**src/rtl/score_round_keeper_if.sv**
```systemverilog
// Signal bundle between the score-calculator side and the round keeper.
interface score_round_keeper_if #(
  parameter int TOTAL_W = 6
) ();
  logic [3:0]         score;
  logic               score_btn;
  logic               new_game;
  logic [TOTAL_W-1:0] total;
  logic [3:0]         last_score;
  logic [3:0]         best;
  logic [3:0]         round_cnt;
  logic               score_valid;
  logic               score_err;
  logic               game_over;

  modport master (
    output score, score_btn, new_game,
    input  total, last_score, best, round_cnt, score_valid, score_err, game_over
  );

  modport slave (
    input  score, score_btn, new_game,
    output total, last_score, best, round_cnt, score_valid, score_err, game_over
  );
endinterface

```
**src/rtl/score_round_keeper.sv**
```systemverilog
// Per-game score keeper: edge-detects the score button, accumulates a
// saturating total, tracks best/last score and ends the game after ROUNDS.
//
// state | meaning
// PLAY  | presses are scored
// DONE  | all rounds used, presses ignored, game_over high
module score_round_keeper #(
  parameter int ROUNDS    = 5,
  parameter int TOTAL_W   = 6,
  parameter int MAX_SCORE = 10
) (
  input logic clk,
  input logic rst,
  score_round_keeper_if.slave bus
);
  typedef enum logic {PLAY, DONE} state_t;

  state_t             state_q, state_d;
  logic               btn_q, btn_d;
  logic [TOTAL_W-1:0] total_q, total_d;
  logic [3:0]         last_q, last_d;
  logic [3:0]         best_q, best_d;
  logic [3:0]         cnt_q, cnt_d;
  logic               valid_q, valid_d;
  logic               err_q, err_d;

  logic               press;
  logic [TOTAL_W:0]   sum;

  assign press = bus.score_btn & ~btn_q;
  assign sum   = {1'b0, total_q} + (TOTAL_W+1)'(bus.score);

  always_comb begin
    state_d = state_q;
    btn_d   = bus.score_btn;
    total_d = total_q;
    last_d  = last_q;
    best_d  = best_q;
    cnt_d   = cnt_q;
    valid_d = 1'b0;
    err_d   = 1'b0;
    if (bus.new_game) begin
      // a press coinciding with new_game is discarded
      state_d = PLAY;
      total_d = '0;
      last_d  = '0;
      best_d  = '0;
      cnt_d   = '0;
    end else if (state_q == PLAY && press) begin
      if (bus.score <= 4'(MAX_SCORE)) begin
        total_d = sum[TOTAL_W] ? '1 : sum[TOTAL_W-1:0];
        last_d  = bus.score;
        best_d  = (bus.score > best_q) ? bus.score : best_q;
        cnt_d   = cnt_q + 4'd1;
        valid_d = 1'b1;
        if (cnt_q + 4'd1 == 4'(ROUNDS)) state_d = DONE;
      end else begin
        err_d = 1'b1;
      end
    end
  end

  always_ff @(posedge clk) begin
    if (rst) begin
      state_q <= PLAY;
      btn_q   <= 1'b1;  // a button held through reset must not count
      total_q <= '0;
      last_q  <= '0;
      best_q  <= '0;
      cnt_q   <= '0;
      valid_q <= 1'b0;
      err_q   <= 1'b0;
    end else begin
      state_q <= state_d;
      btn_q   <= btn_d;
      total_q <= total_d;
      last_q  <= last_d;
      best_q  <= best_d;
      cnt_q   <= cnt_d;
      valid_q <= valid_d;
      err_q   <= err_d;
    end
  end

  assign bus.total       = total_q;
  assign bus.last_score  = last_q;
  assign bus.best        = best_q;
  assign bus.round_cnt   = cnt_q;
  assign bus.score_valid = valid_q;
  assign bus.score_err   = err_q;
  assign bus.game_over   = (state_q == DONE);
endmodule

```
**src/flat_wrapper.sv**
```systemverilog
// flat-port wrapper written by rule: the top's interface ports become plain ports
module score_round_keeper_flat 
#(
  parameter int ROUNDS    = 5,
  parameter int TOTAL_W   = 6,
  parameter int MAX_SCORE = 10
)
  (clk, rst, bus_score, bus_score_btn, bus_new_game, bus_total, bus_last_score, bus_best, bus_round_cnt, bus_score_valid, bus_score_err, bus_game_over);
  score_round_keeper_if #(.TOTAL_W(TOTAL_W)) bus_i ();
  input logic clk;
  input logic rst;
  input wire logic [$bits(bus_i.score)-1:0] bus_score;
  input wire logic [$bits(bus_i.score_btn)-1:0] bus_score_btn;
  input wire logic [$bits(bus_i.new_game)-1:0] bus_new_game;
  output wire logic [$bits(bus_i.total)-1:0] bus_total;
  output wire logic [$bits(bus_i.last_score)-1:0] bus_last_score;
  output wire logic [$bits(bus_i.best)-1:0] bus_best;
  output wire logic [$bits(bus_i.round_cnt)-1:0] bus_round_cnt;
  output wire logic [$bits(bus_i.score_valid)-1:0] bus_score_valid;
  output wire logic [$bits(bus_i.score_err)-1:0] bus_score_err;
  output wire logic [$bits(bus_i.game_over)-1:0] bus_game_over;
  assign bus_i.score = bus_score;
  assign bus_i.score_btn = bus_score_btn;
  assign bus_i.new_game = bus_new_game;
  assign bus_total = bus_i.total;
  assign bus_last_score = bus_i.last_score;
  assign bus_best = bus_i.best;
  assign bus_round_cnt = bus_i.round_cnt;
  assign bus_score_valid = bus_i.score_valid;
  assign bus_score_err = bus_i.score_err;
  assign bus_game_over = bus_i.game_over;
  score_round_keeper #(.ROUNDS(ROUNDS), .TOTAL_W(TOTAL_W), .MAX_SCORE(MAX_SCORE)) u_core (.clk(clk), .rst(rst), .bus(bus_i));
endmodule
```
**config.mk**
```make
export PLATFORM = sky130hd
export DESIGN_NAME = score_round_keeper_flat
export DESIGN_NICKNAME = d
export VERILOG_FILES = /design/src/rtl/score_round_keeper_if.sv /design/src/rtl/score_round_keeper.sv /design/src/flat_wrapper.sv
export SDC_FILE = /design/constraint.sdc
export NUM_CORES = 1
export LEC_CHECK = 0
export BUFFER_PORTS_ARGS = -buffer_cell sky130_fd_sc_hd__buf_2
export CORE_ASPECT_RATIO = 1.1
export CORE_MARGIN = 5
export CORE_UTILIZATION = 51
export CTS_CLUSTER_DIAMETER = 40
export DETAILED_ROUTE_END_ITERATION = 12
export GPL_TIMING_DRIVEN = 0
export PLACE_DENSITY = 0.77
export SYNTH_ARGS = -nofsm -noshare
export SYNTH_HDL_FRONTEND = slang
export SYNTH_SLANG_ARGS = --single-unit
```
**constraint.sdc**
```tcl
create_clock -name clk -period 2.1 [get_ports clk]
set_input_delay 0.21 -clock clk [delete_from_list [all_inputs] [get_ports clk]]
set_output_delay 0.21 -clock clk [all_outputs]
set_load 0.05 [all_outputs]
```
==> results of run 1 <==
==> synth_stat cells, drive strengths merged (2+ instances only) <==
master / number / area [µm²]
nor2: 11 / 41.29
dfxtp: 22 / 440.4
a21o: 3 / 30.02
mux2i: 4 / 40.04
xnor2: 3 / 26.28
o221a: 4 / 45.04
nand3: 2 / 10.01
nand2: 18 / 67.56
a21oi: 6 / 33.78
ha: 10 / 125.1
buf: 2 / 10.01
a211oi: 5 / 50.05
nor3: 5 / 25.02
inv: 7 / 26.28
xor2: 3 / 26.28
o21ai: 3 / 15.01
or2: 2 / 12.51
a31oi: 2 / 12.51
clkbuf: 2 / 7.510
==> cell families after synthesis <==
family                   synth area share [%]
AND/OR/NAND/NOR                         15.95
AO/OA/AOI/OAI                           20.15
flip-flops                              38.98
buffers and inverters                   3.877
adder cells (fa/ha/maj)                 12.85
XOR/XNOR                                4.652
multiplexers                            3.544
==> routing by layer <==
metal  global-route usage, %  up-vias  part of all wire, %
met5                       0        -                    0
met4                   13.17        0                  2.1
met3                   2.519        5                  5.5
met2                   27.87       33                   47
met1                   23.22      464                   45
li1                        -      497                    -
==> final cells by class <==
cell class                 count  area [µm²]  area share [%]
inverter                       7       26.28           1.935
sequential                    22       440.4           32.44
clock inverter                 1       30.03           2.212
clock buffer                   3       22.52           1.659
multi-input combinational     90       645.6           47.56
timing repair buffer          28       140.1           10.32
tap                           28       35.03           2.581
buffer                         4       17.52           1.290
==> through the flow <==
stage,utilization (%),instance area (µm²),power [mW]
3_3_place_gp,63.25,1305,0.5239
4_1_cts,65.80,1358,0.8552
5_1_grt,65.80,1358,0.8867
2_1_floorplan,-,1130,0.4967
6_report,65.80,1358,0.8486
3_5_place_dp,63.25,1305,0.5272
==> path summary, 6_finish.rpt <==
path	start	to	slack, ns	depth (start not counted)
min	bus_score_btn	u_core.btn_q	0.09	2
min reg2reg	u_core.bus.last_score[0]	u_core.bus.last_score[0]	0.47	2
max reg2reg	u_core.bus.total[0]	u_core.bus.total[3]	0.19	6
max	u_core.bus.total[0]	u_core.bus.total[3]	0.19	6
==> timing repair <==
item,4_1_cts,5_1_grt
resized for setup,0,1
endpoints found under the setup margin,0,1
hold buffers,0,0
==> power by group <==
part | total, mW | switching [mW] | internal (mW)
combinational | 0.0926 | 0.0615 | 0.0311
clock | 0.330 | 0.137 | 0.193
sequential | 0.426 | 0.00343 | 0.422
==> registers in the layout, summed over array words and instances (netlist names) <==
signal	count
u_core.bus.best	4
u_core.bus.total	6
u_core.bus.score_valid	1
u_core.btn_q	1
u_core.bus.last_score	4
u_core.bus.score_err	1
u_core.bus.round_cnt	4
u_core.bus.game_over	1
==> worst max-delay path, cell delays in order (launching register included) <==
cell and delay, ns:
dfxtp_1 0.34, ha_1 0.22, fa_1 0.40, a21o_1 0.19, a21oi_1 0.22, o21ai_1 0.16, o221a_2 0.28
==> summary.md, run 1 <==
| Metric | Value |
|---|---|
| Top-level port count | `29` |
| Post-synthesis sequential area ratio | `38.98%` |
| Post-synth EDFFs | `0` |
| GR Util All Layers | `18.38%` |
| Yosys warns | `0` |
| H-tree depth | `1` |
| Period utilization | `90.79%` |
| Setup-failing EPs final | `0` |
| Initial DRC count | `31` |
| Clock latency on the worst-skew pair | `0.32 ns` |
| Num rows | `17` |
| RSZ-0062 raised after global routing | `false` |
| Worst-path clk slew | `0.13 ns` |
| Crit path time final | `1.907 ns` |
| Worst slack, placed | `0.1132 ns` |
| Yosys cell types | `31` |
| Clock root buffer | `clkbuf_4` |
| Area Overhead vs Synth | `20.15%` |
| Worst path required time | `2.32 ns` |
| Commonest non-fill, non-tap cells in the layout | `30 x buf_2, 22 x dfxtp_1, 18 x nand2_1` |
| Core area | `2063 µm²` |
| Ys async rst share | `0%` |
| Die ar. | `3258 µm²` |
| Hpwl dp | `1.882 mm` |
| TNS Setup | `0 ns` |
| Least-Margin Pin Slew | `0.4443 ns` |
| Hold_ws | `0.08598 ns` |
| Starting density of the core | `54.76%` |
| Largest net degree at the start of global routing | `14` |
| Die width | `54.88 µm` |
| DR WL/cell | `13.77 µm` |
| Total CTS buffers | `3` |
| CP endpoint kind | `flip-flop` |
| Placed cell count | `179` |
| Crit path kind | `reg -> reg` |
| Die Ht | `59.37 µm` |
| Vias in the first global route | `1,030` |
| TritonCTS clock tree | `yes` |
| Most common cell after layout, fill and taps aside | `buf_2` |
| WP data arrival | `2.13 ns` |
| Max-slew violation count | `0` |
| Post-route insts no fill | `183` |
| Final net count | `175` |
| Vias | `999` |
| Yosys reg bits | `22` |
| Crit Path Max Fanout | `4` |
| Outcome | `completed` |
| Antenna cells | `0` |
| Post CTS Setup Buffer Count | `0` |
| Lkg Pwr | `0.5916 nW` |
| Startpoint Class | `flip-flop` |
| Mapped Nets | `142` |
| Filler cell count in the final layout | `180` |
| Max Freq | `524.5 MHz` |
| WL final | `2.519 mm` |
| Main synth FF type | `dfxtp_1` |
| Initial antenna violation count | `0` |
| Global placer's final weighted congestion | `0.8478` |
| Worst Hold Class | `in -> reg` |
| PortBufs | `28` |
| Power Density | `625.1 nW/µm²` |
| Mean Syn Cell Area | `9.186 µm²` |
| Share of cells above drive strength 1 | `28.39%` |
| First-pass GRT wire length | `4.340 mm` |
| Worst setup margin | `0.1934 ns` |
| Final Hold Violating Endpoints | `0` |
| DRT Pass-1 Iters | `4` |
| Remaining Overflow, GRT | `0` |
| Antenna Nets Post-Route | `0` |
| Cell area after synthesis | `1130 µm²` |
| Max_slew headroom | `70.38%` |
| Max cap viols | `0` |
| Longest Clk Path Bufs | `2` |
| Cells after Synth | `123` |
| Maximum vdd ir drop | `0.4781 mV` |
| Vias per cell | `5.459` |
| Final setup skew | `0.002812 ns` |
| # DRC | `0` |
| Clock sinks | `22` |
(Power assumes the default switching activity.)
==> run 2: changes to the inputs <==
--- a/config.mk
+++ b/config.mk
@@ -5,14 +5,14 @@
 export SDC_FILE = /design/constraint.sdc
 export NUM_CORES = 1
 export LEC_CHECK = 0
+export ABC_AREA = 0
 export BUFFER_PORTS_ARGS = -buffer_cell sky130_fd_sc_hd__buf_2
 export CORE_ASPECT_RATIO = 1.1
 export CORE_MARGIN = 5
-export CORE_UTILIZATION = 51
+export CORE_UTILIZATION = 28
 export CTS_CLUSTER_DIAMETER = 40
 export DETAILED_ROUTE_END_ITERATION = 12
 export GPL_TIMING_DRIVEN = 0
-export PLACE_DENSITY = 0.77
 export SYNTH_ARGS = -nofsm -noshare
 export SYNTH_HDL_FRONTEND = slang
 export SYNTH_SLANG_ARGS = --single-unit
==> run 2 against run 1 <==
  * Final cell count grew 13%
  * Utilization fell by 31 points
  * Clock power is 22% lower
  * Non-clock buffer count unchanged
  * Clock-buffer cell count stayed put
  * Global-route usage shrank 8.4 points
  * Flip-flop and latch count unchanged
  * Combinational power decreased by 1%
  * Wire length shrank 3.1%
  * Sequential power hardly changed
  * Critical path depth unchanged
  * Largest power group unchanged
  * First-iteration DRC count is 84% higher
==> summary.md, run 2 (synthesis gave the netlist of run 1 again) <==
| Metric | Value |
|---|---|
| Max_slew headroom | `68.00%` |
| Max-slew violation count | `0` |
| Area Overhead vs Synth | `22.15%` |
| Commonest non-fill, non-tap cells in the layout | `30 x buf_2, 22 x dfxtp_1, 18 x nand2_1` |
| Max cap viols | `0` |
| Global placer's final weighted congestion | `0.7508` |
| DRT Pass-1 Iters | `4` |
| Largest net degree at the start of global routing | `12` |
| Post CTS Setup Buffer Count | `0` |
| GR Util All Layers | `9.943%` |
| DR WL/cell | `11.84 µm` |
| Clock root buffer | `clkbuf_8` |
| H-tree depth | `1` |
| Clock latency on the worst-skew pair | `0.26 ns` |
| Post-route insts no fill | `206` |
| DR WL met3 | `154 µm` |
| Setup-failing EPs final | `0` |
| Vias per cell | `4.578` |
| Crit Path Max Fanout | `4` |
| PortBufs | `28` |
| RSZ-0062 raised after global routing | `false` |
| Top-level port count | `29` |
| Hpwl dp | `1.924 mm` |
| Vias in the first global route | `985` |
| Share of cells above drive strength 1 | `28.57%` |
| CP endpoint kind | `flip-flop` |
| WL met2 | `1.113 mm` |
| Lkg Pwr | `0.5860 nW` |
| Clock sinks | `22` |
| Period utilization | `88.86%` |
| Multi-input logic area | `649.4 µm²` |
| Placed cell count | `203` |
| Post_cts resized | `0` |
| Final Hold Violating Endpoints | `0` |
| # DRC | `0` |
| Worst Hold Class | `in -> reg` |
| Maximum vdd ir drop | `0.1996 mV` |
| Final setup skew | `0.01094 ns` |
| Final net count | `175` |
| Initial DRC count | `57` |
| Max reg flops | `6` |
| Outcome | `completed` |
| Vias | `943` |
| Num rows | `24` |
| Die width | `70.57 µm` |
| Most common cell after layout, fill and taps aside | `buf_2` |
| Die Ht | `76.63 µm` |
| TritonCTS clock tree | `yes` |
| Initial antenna violation count | `0` |
| Die ar. | `5407 µm²` |
| Starting density of the core | `28.72%` |
| Hold-fix buffers, CTS | `0` |
| Top Metal Used | `met4` |
| TNS Setup | `0 ns` |
| Worst-path clk slew | `0.07 ns` |
| Longest Clk Path Bufs | `2` |
| Worst path required time | `2.24 ns` |
| Antenna Nets Post-Route | `0` |
| Power Density | `560.1 nW/µm²` |
| Met1 wire length | `1.155 mm` |
| Filler cell count in the final layout | `415` |
| Crit path time final | `1.866 ns` |
| Startpoint Class | `flip-flop` |
| Antenna cells | `0` |
| Total CTS buffers | `3` |
| WP data arrival | `2.01 ns` |
| Crit path kind | `reg -> reg` |
| Max Freq | `535.9 MHz` |
| First-pass GRT wire length | `4.485 mm` |
| Core area | `3934 µm²` |
| Remaining Overflow, GRT | `0` |
| Reg area | `440.4 µm²` |
| WL final | `2.440 mm` |
| Least-Margin Pin Slew | `0.4800 ns` |
-- run 2: changes by cell type in the layout (fill, tap and decap cells not counted) --
cell / change
clkbuf_4: -3
bufinv_16: -1
clkbuf_8: +3
a21oi_1: -1
a21oi_2: +1
-- run 2: through the flow --
stage | power, mW | instance area (µm²) | hold slack [ns] | worst slack, ns | utilization (%)
6_report | 0.7729 | 1380 | 0.1579 | 0.2339 | 35.08
4_1_cts | 0.7848 | 1376 | 0.1545 | 0.07614 | 34.99
5_1_grt | 0.8105 | 1380 | 0.1548 | 0.09402 | 35.08
2_1_floorplan | 0.4967 | 1130 | 0.3138 | 0.02826 | -
3_5_place_dp | 0.5269 | 1335 | 0.4205 | 0.1023 | 33.94
3_3_place_gp | 0.5268 | 1335 | 0.4108 | 0.05491 | 33.94
-- run 2: worst paths after layout --
check,from,endpoint,slack (ns),cells past startpoint
max,u_core.bus.total[0],u_core.bus.total[0],0.23,6
min,bus_score_btn,u_core.btn_q,0.16,2
max reg2reg,u_core.bus.total[0],u_core.bus.total[0],0.23,6
min reg2reg,u_core.bus.last_score[1],u_core.bus.last_score[1],0.46,2
-- run 2: cell type report --
type,count,area share [%]
Clock buffer,3,2.992
Buffer,4,1.269
Multi-Input combinational cell,90,47.05
Tap cell,52,4.714
Sequential cell,22,31.91
Timing Repair Buffer,28,10.15
Inverter,7,1.904
-- run 2: power by group --
part           leakage [nW]  total, mW  internal, mW  switching (mW)
registers             0.178      0.425         0.422         0.00333
logic                 0.387     0.0916        0.0310          0.0606
clock network        0.0216      0.256         0.128           0.128
-- run 2: worst max-delay path, cell delays in order (launching register included) --
cell and delay (ns):
dfxtp_1 0.33, ha_1 0.22, fa_1 0.41, a21o_1 0.21
a21oi_2 0.18, o21ai_1 0.14, o221a_2 0.27
-- run 2: metal layers --
metal	track usage, %	vias up
met2	16.01	24
met3	2.639	2
met1	13.00	421
met4	2.820	0
li1	-	496
met5	0	-
==> run 3: changes to the inputs <==
--- a/config.mk
+++ b/config.mk
@@ -9,10 +9,11 @@
 export BUFFER_PORTS_ARGS = -buffer_cell sky130_fd_sc_hd__buf_2
 export CORE_ASPECT_RATIO = 1.1
 export CORE_MARGIN = 5
-export CORE_UTILIZATION = 28
+export CORE_UTILIZATION = 30
 export CTS_CLUSTER_DIAMETER = 40
 export DETAILED_ROUTE_END_ITERATION = 12
 export GPL_TIMING_DRIVEN = 0
+export PLACE_DENSITY = 0.48
 export SYNTH_ARGS = -nofsm -noshare
 export SYNTH_HDL_FRONTEND = slang
 export SYNTH_SLANG_ARGS = --single-unit
==> run 3 against run 2 <==
  * Final cell count decreased by 0.49%
  * Non-clock buffer count stayed put
  * Sequential power about the same
  * Hold slack worse by 0.0048 ns
  * Clock skew down 0.0069 ns
  * First-iteration DRC count shrank 44%
  * Global-route usage is 1.6 points higher
  * Design area grew 1.7%
  * Combinational power increased by 2%
  * Maximum frequency decreased by 5.4%
  * Critical path type unchanged
  * Critical path depth stayed put
  * Die area down 5.8%
  * Highest routed layer unchanged
==> summary.md, run 3 (synthesis gave the netlist of run 1 again) <==
| Metric | Value |
|---|---|
| Antenna Nets Post-Route | `0` |
| Hold-fix buffers, CTS | `0` |
| Reg area | `440.4 µm²` |
| Crit Path Max Fanout | `4` |
| Design Area, Final | `1404 µm²` |
| Util after Layout | `38.41%` |
| Crit path time final | `1.972 ns` |
| Worst setup margin | `0.1278 ns` |
| WL met2 | `1.275 mm` |
| Longest Clk Path Bufs | `2` |
| DR WL met3 | `134 µm` |
| Met1 wire length | `1.253 mm` |
| Worst Hold Class | `in -> reg` |
| Final net count | `175` |
| Post CTS Setup Buffer Count | `0` |
| Vias in the first global route | `973` |
| Final Hold Violating Endpoints | `0` |
| Reg2reg path depth | `6` |
| Vias | `965` |
| Outcome | `completed` |
| Startpoint Class | `flip-flop` |
| Share of cells above drive strength 1 | `28.39%` |
| Placed Instance Area | `1333 µm²` |
| TritonCTS clock tree | `yes` |
| Starting density of the core | `30.91%` |
| Hpwl dp | `2.115 mm` |
| Worst R2R End | `u_core.bus.total[2]` |
| Total CTS buffers | `3` |
| Largest net degree at the start of global routing | `14` |
| Lkg Pwr | `0.5993 nW` |
| DR WL/cell | `13.07 µm` |
| Crit path kind | `reg -> reg` |
| Least-Margin Pin Slew | `0.4753 ns` |
| Max reg flops | `6` |
| Antenna cells | `0` |
| First-pass GRT wire length | `4.443 mm` |
| WL final | `2.680 mm` |
| Worst path required time | `2.25 ns` |
| Worst slack, placed | `0.01882 ns` |
| # DRC | `0` |
| Max cap viols | `0` |
| Top-level port count | `29` |
| RSZ-0062 raised after global routing | `false` |
| WP data arrival | `2.12 ns` |
| Vias per cell | `4.707` |
| Multi-input logic area | `645.6 µm²` |
| Max Freq | `507.1 MHz` |
| Hold wc startpoint | `bus_score_btn` |
| Initial antenna violation count | `0` |
| Area Overhead vs Synth | `24.25%` |
| Most common cell after layout, fill and taps aside | `buf_2` |
| TNS Setup | `0 ns` |
| Core area | `3655 µm²` |
| WHS Path Cells | `2` |
| Final setup skew | `0.004074 ns` |
| Initial DRC count | `32` |
| Clock root buffer | `clkbuf_8` |
| Max-slew violation count | `0` |
| Commonest non-fill, non-tap cells in the layout | `30 x buf_2, 22 x dfxtp_1, 18 x nand2_1` |
| Design Power | `0.9095 mW` |
| FF-to-FF Start | `u_core.bus.total[0]` |
| R2r setup slk | `0.13 ns` |
| Setup-failing EPs final | `0` |
| Top Metal Used | `met4` |
| Die ar. | `5095 µm²` |
| Worst-path clk slew | `0.08 ns` |
| Min-Delay Endpoint | `u_core.btn_q` |
| Max_slew headroom | `68.32%` |
| GR Util All Layers | `11.58%` |
| Num rows | `23` |
| Clock sinks | `22` |
| DRT Pass-1 Iters | `4` |
| Clock latency on the worst-skew pair | `0.26 ns` |
| Period utilization | `93.91%` |
| Filler cell count in the final layout | `394` |
| Remaining Overflow, GRT | `0` |
| CP endpoint kind | `flip-flop` |
| Power Density | `647.8 nW/µm²` |
| Maximum vdd ir drop | `0.2032 mV` |
| Global placer's final weighted congestion | `0.7204` |
| H-tree depth | `1` |
| PortBufs | `28` |
| Die Ht | `74.37 µm` |
| Die width | `68.51 µm` |
| Post_cts resized | `0` |
[run 3: changes by cell type in the layout (fill, tap and decap cells not counted)]
cell       change
a21oi_2        -1
a21oi_1        +1
bufinv_16      +1
[run 3: worst max-delay path by stage]
stage,from,to,depth (start not counted)
final,u_core.bus.total[0],u_core.bus.total[2],6
after floorplan,u_core.bus.total[0],u_core.bus.total[2],6
after global placement,bus_score[0],u_core.bus.total[3],7
after global routing,u_core.bus.total[0],u_core.bus.total[3],6
after CTS,u_core.bus.total[0],u_core.bus.total[2],6
after detailed placement,bus_score[0],u_core.bus.total[2],7
[run 3: through the flow]
step	cells	hold slack (ns)
floorplan	123	0.3138
global placement	201	0.4079
detailed placement	201	0.4256
CTS	205	0.1503
global route	205	0.1563
finish	205	0.1531
[run 3: metal layers]
metal / vias up / GRT usage [%]
li1: 497 / -
met1: 445 / 15.02
met2: 21 / 19.19
met3: 2 / 1.964
met4: 0 / 3.974
met5: - / 0
[run 3: cell type report]
class                           count  share of cell area [%]
Tap cell                           50                   4.456
Buffer                              4                   1.248
Timing Repair Buffer               28                   9.982
Clock buffer                        3                   2.941
Clock inverter                      1                   2.139
Multi-Input combinational cell     90                   45.99
Sequential cell                    22                   31.37
Inverter                            7                   1.872
[run 3: power by group]
group	switching [mW]	internal, mW
sequential	0.00346	0.422
clock	0.137	0.254
combinational	0.0625	0.0310
total	0.202	0.707
[run 3: critical path, cell delays in order (launching register included)]
cell     delay, ns
dfxtp_1       0.33
ha_1          0.23
fa_1          0.41
a21o_1        0.19
a21oi_1       0.25
o21ai_1       0.18
o221a_2       0.28
